<file path="src/rtl/sn_uart_rx.sv">
// sn_uart_rx: oversampling UART receiver (start, LSB-first data, stop).
// Ports: clk, rst (async active-low), rx_enable, rx_input -> received_word, rx_done, rx_active.
module sn_uart_rx #(
  parameter int P_CLKS_PER_BIT        = 10,
  parameter int P_NUM_BITS_TO_RECEIVE = 10
) (
  input  logic       clk,
  input  logic       rst,
  input  logic       rx_enable,
  input  logic       rx_input,
  output logic [7:0] received_word,
  output logic       rx_done,
  output logic       rx_active
);

  localparam int D  = P_NUM_BITS_TO_RECEIVE - 2;
  localparam int H  = P_CLKS_PER_BIT / 2;
  localparam int CW = $clog2(P_CLKS_PER_BIT);

  localparam logic [CW-1:0] CNT_LAST = CW'(P_CLKS_PER_BIT - 1);
  localparam logic [CW-1:0] CNT_HALF = CW'(H - 1);
  localparam logic [CW-1:0] CNT_ONE  = CW'(1);
  localparam logic [2:0]    BIT_LAST = 3'(D - 1);

  typedef enum logic [2:0] {
    IDLE,
    START,
    DATA,
    STOP,
    WAIT_HIGH
  } state_t;

  state_t          state;
  logic [1:0]      sync;
  logic            rx_s;
  logic [CW-1:0]   clk_cnt;
  logic [2:0]      bit_cnt;
  logic [7:0]      shift;

  assign rx_s = sync[1];

  always_ff @(posedge clk or negedge rst) begin
    if (!rst) begin
      sync <= 2'b11;
    end else begin
      sync <= {sync[0], rx_input};
    end
  end

  always_ff @(posedge clk or negedge rst) begin
    if (!rst) begin
      state         <= IDLE;
      clk_cnt       <= '0;
      bit_cnt       <= '0;
      shift         <= '0;
      received_word <= 8'h00;
      rx_done       <= 1'b0;
      rx_active     <= 1'b0;
    end else begin
      rx_done <= 1'b0;
      if (!rx_enable) begin
        state     <= IDLE;
        rx_active <= 1'b0;
      end else begin
        case (state)
          IDLE: begin
            rx_active <= 1'b0;
            if (!rx_s) begin
              state     <= START;
              clk_cnt   <= '0;
              bit_cnt   <= '0;
              shift     <= '0;
              rx_active <= 1'b1;
            end
          end
          // Mid-start-bit check rejects short glitches.
          START: begin
            if (clk_cnt == CNT_HALF) begin
              clk_cnt <= '0;
              if (rx_s) begin
                state     <= IDLE;
                rx_active <= 1'b0;
              end else begin
                state <= DATA;
              end
            end else begin
              clk_cnt <= clk_cnt + CNT_ONE;
            end
          end
          DATA: begin
            if (clk_cnt == CNT_LAST) begin
              clk_cnt        <= '0;
              shift[bit_cnt] <= rx_s;
              if (bit_cnt == BIT_LAST) begin
                state <= STOP;
              end else begin
                bit_cnt <= bit_cnt + 3'd1;
              end
            end else begin
              clk_cnt <= clk_cnt + CNT_ONE;
            end
          end
          // rx_active stays high through the rx_done cycle;
          // IDLE drops it on the following edge.
          STOP: begin
            if (clk_cnt == CNT_LAST) begin
              clk_cnt <= '0;
              if (rx_s) begin
                received_word <= shift;
                rx_done       <= 1'b1;
                state         <= IDLE;
              end else begin
                state     <= WAIT_HIGH;
                rx_active <= 1'b0;
              end
            end else begin
              clk_cnt <= clk_cnt + CNT_ONE;
            end
          end
          // A low stop bit must not be mistaken for a new start.
          WAIT_HIGH: begin
            rx_active <= 1'b0;
            if (rx_s) begin
              state <= IDLE;
            end
          end
          default: begin
            state     <= IDLE;
            rx_active <= 1'b0;
          end
        endcase
      end
    end
  end

endmodule

</file>
<file path="config.mk">
export PLATFORM = sky130hd
export DESIGN_NAME = sn_uart_rx
export DESIGN_NICKNAME = d
export VERILOG_FILES = /design/src/rtl/sn_uart_rx.sv
export SDC_FILE = /design/constraint.sdc
export NUM_CORES = 1
export LEC_CHECK = 0
export ABC_AREA = 1
export CORE_MARGIN = 2
export CORE_UTILIZATION = 40
export DETAILED_ROUTE_END_ITERATION = 10
export GPL_ROUTABILITY_DRIVEN = 0
export PLACE_DENSITY = 0.64
export SYNTH_ARGS = -nofsm -noshare
export SYNTH_HDL_FRONTEND = slang
export SYNTH_SLANG_ARGS = --single-unit
</file>
<file path="constraint.sdc">
create_clock -name clk -period 1.7 [get_ports clk]
set_input_delay 0.17 -clock clk [delete_from_list [all_inputs] [get_ports clk]]
set_output_delay 0.17 -clock clk [all_outputs]
set_load 0.01 [all_outputs]
</file>
==> results.md <==
* Drt wl/cell at around 11 um
* Crit path cell chain: inv_1, ha_1, nand2_1, nor2_2, nand4_1, nand2_1, nand3_1, nand2_1
* # IOs at 14
* DR iter-0 viols at about 70
* Grt met2 use at 0.2704
* Post-DRT Antenna Nets at 0
* CTS tree: yes
* CP Depth at 8
* Num Clock Sinks at 30
* Critical-path top delay cell: dfrtp_1
* Reg2reg path depth at 8
* Inserted Clock Buffers at 5
* Mapped Area at 1673 um2
* Reg-to-reg endpoint: bit_cnt[0]$_DFFE_PN0P_
* RSZ-0062 raised after global routing: false
* Initial Util at 0.4182
* Status: completed
* Crit-path max cell delay at approximately 400 ps
* Register share of total power at 0.376
* Hold WC Path Type: in2async
* Remaining global-route overflow at 0
* Worst-path maximum fanout at 4
* Synth Register Bits at 30
* P per Cell Area at about 1200 nW/um2
* Routing usage on met1 at 0.2175
* Initial antenna violation count at 0
* Internal at ~1.5 mW
* Final Hold Viols at 0
* Max-Cap Viols at 0
* Relative slew slack at 0.7266
* Setup crit start kind: flop
* H-Tree Depth at 2
* Synthesized net count at between 200 and 250
* R2r setup slk at 190 ps
* Worst vdd ir at 0.7873 mV
* Chip height at 68.67 um
* Pleak at ~1 nW
* Layout net count at between 200 and 250
* Met3 Use GR at 0.04221
* Die X-Extent at ~70 um
* Final setup vio count at 0
* Clk_lat worst skew at roughly 280 ps
* Tot GR Track Use at 0.1680
* Total wire length at between 3 and 4 mm
* Routed vias at around 1400
* Worst EP arrival at 1730 ps
* Period utilization at 0.8893
* Ant diodes at 0
* Sw Pwr at 0.9346 mW
* Post-layout min period at ~1500 ps
* Final setup TNS at 0 ps
* CP dominant cell by count: nand2_1
* # port buffers at 13
* Die area at 4716 um2
* CTS root buffer: clkbuf_8
* Critical R2R Launch: clk_cnt[1]$_DFFE_PN0P_
* WS Path Type: reg2reg
* Placed cell count at ~280
* Row count at 23
* Crit path max-delay family: simple AND/OR/NAND/NOR gates
* Worst Path Buf+Inv at 1
* Util after Layout at 0.4864
* Distinct cells, synth at 21
* Layout cells sized above 1 at 0.1496
* Slew at the pin with the worst max-slew slack at slightly above 400 ps
* # DRC at 0
* Vias in the first global route at roughly 1300
* Avg Cell Area, Syn at 7.709 um2
* Core ar. at 4000 um2
* Worst Setup End Kind: flop
* Required time of the critical path at around 1900 ps
* Sequential area share after synthesis at 0.4503
* # hold bufs at CTS at 0
* Worst setup startpoint: clk_cnt[1]$_DFFE_PN0P_
* Gr busiest metal: met2
* Finished Layout Cells at between 200 and 300
* Max Slew Vio Count at 0
* Switching Share at 0.3898
* Worst-path clk slew at about 70 ps
* Area Growth Syn to Fin at 16.31%
* YS warnings at 0
* Fmax achieved at about 0.66 GHz
* Number of detailed-route iterations in the first pass at 4
* Max clock buf depth at 2
* Global-route wire length before repair at approximately 6 mm
* Mapped Cells at approximately 220
* Largest net degree at the start of global routing at 31
* Via density per instance at around 5.0
* Clk network pwr share at 0.248
* Post-DP HPWL at roughly 2.3 mm
* Comb power frac at 0.376
* Final Skew at between 6 and 7 ps
* Critical Path Sink: bit_cnt[0]$_DFFE_PN0P_
-- state kept, by name (all words and copies together), names as in the netlist --
register       flops
sync               2
bit_cnt            3
clk_cnt            4
state              3
rx_active          1
rx_done            1
received_word      8
shift              8
-- placed cells by master (no fill, tap or decap), types with 2 or more instances in the layout --
cell             Yosys  final
buf_4                1      4
clkbuf_8             0      6
clkdlybuf4s50_1      0     13
dfrtp_1             28     28
dfstp_2              2      2
ha_1                 5      5
inv_1               14     14
inv_2               10     10
nand2_1             72     72
nand2_2              3      3
nand3_1             34     34
nand4_1              9      9
nor2_1              10      8
nor2_2               3      5
nor3_1               6      6
o21ai_1              6      6
xor2_1               2      2
-- logic make-up (layout without fill, tap and decap cells) --
| kind of cell | Yosys count | count (layout) | synth area share |
|---|---|---|---|
| fa+ha+maj | 5 | 5 | 0.03740 |
| buf+inv | 33 | 50 | 0.09349 |
| simple gates | 139 | 139 | 0.3777 |
| xor+xnor | 2 | 2 | 0.01047 |
| compound gates | 8 | 8 | 0.03067 |
| flops | 30 | 30 | 0.4503 |
-- Yosys cell counts --
| master | instances | share of area |
|---|---|---|
| a21oi_1 | 1 | 0.0030 |
| buf_2 | 5 | 0.015 |
| buf_4 | 1 | 0.0045 |
| buf_6 | 3 | 0.020 |
| dfrtp_1 | 28 | 0.42 |
| dfstp_2 | 2 | 0.031 |
| ha_1 | 5 | 0.037 |
| inv_1 | 14 | 0.031 |
| inv_2 | 10 | 0.022 |
| nand2_1 | 72 | 0.16 |
| nand2_2 | 3 | 0.011 |
| nand3_1 | 34 | 0.10 |
| nand3_2 | 1 | 0.0060 |
| nand4_1 | 9 | 0.034 |
| nor2_1 | 10 | 0.022 |
| nor2_2 | 3 | 0.011 |
| nor2_8 | 1 | 0.012 |
| nor3_1 | 6 | 0.018 |
| o21ai_1 | 6 | 0.018 |
| o21ai_4 | 1 | 0.0097 |
| xor2_1 | 2 | 0.010 |
-- per-stage QoR --
stage / setup WS [ps] / cell area (um2) / hold WS [ps] / power [mW]
after floorplan: 289.2 / 1673 / -125.6 / 1.602
after global placement: 62.01 / 1829 / 345.9 / 1.717
after detailed placement: 49.14 / 1829 / 347.3 / 1.729
after CTS: 100.3 / 1921 / 297.6 / 2.326
after global routing: 33.15 / 1946 / 306.1 / 2.593
final: 188.1 / 1946 / 279.6 / 2.398
-- how the worst min path moves through the flow --
stage	start	end	slack [ps]	depth (start not counted)
3_5_place_dp	sync[0]$_DFF_PN1_	sync[1]$_DFF_PN1_	350	0
2_1_floorplan	rst	bit_cnt[0]$_DFFE_PN0P_	-130	0
6_report	rst	bit_cnt[2]$_DFFE_PN0P_	280	2
4_1_cts	rst	bit_cnt[2]$_DFFE_PN0P_	300	2
3_3_place_gp	sync[0]$_DFF_PN1_	sync[1]$_DFF_PN1_	350	0
5_1_grt	rx_input	sync[0]$_DFF_PN1_	310	1
-- final cells by class --
class,count,area (um2)
clock buffers,7,86.33
clock inverters,1,5.005
fillers,403,2054
inverters,24,90.09
multi-input cells,154,768.2
flip-flops and latches,30,753.2
well taps,50,62.56
repair buffers,18,180.2
-- power by group through the flow --
stage | registers, mW | logic (mW) | clock network, mW
global route | 0.915 | 1.03 | 0.646
floorplan | 0.845 | 0.757 | 0
CTS | 0.901 | 0.819 | 0.606
global placement | 0.912 | 0.804 | 0
finish | 0.902 | 0.900 | 0.595
detailed placement | 0.913 | 0.816 | 0
-- worst reg2reg max path, cell delays in order, from the launching register on --
cell,delay (ps)
dfrtp_1,400
inv_1,100
ha_1,170
nand2_1,70
nor2_2,160
nand4_1,240
nand2_1,180
nand3_1,80
nand2_1,70
-- routing by layer --
layer	wire length, um	part of all wire	up-vias
met5	0	0	-
met4	60	0.018	0
met3	144	0.044	9
met2	1477	0.45	34
met1	1577	0.48	647
li1	-	-	725
-- what timing repair did --
| action | in CTS | in global routing |
|---|---|---|
| setup endpoints to repair | 0 | 16 |
| resized for setup | 0 | 2 |
| endpoints found under the hold margin | 0 | 0 |
| buffers inserted | 0 | 1 |
No activity file was read; power rests on OpenSTA's default activity.
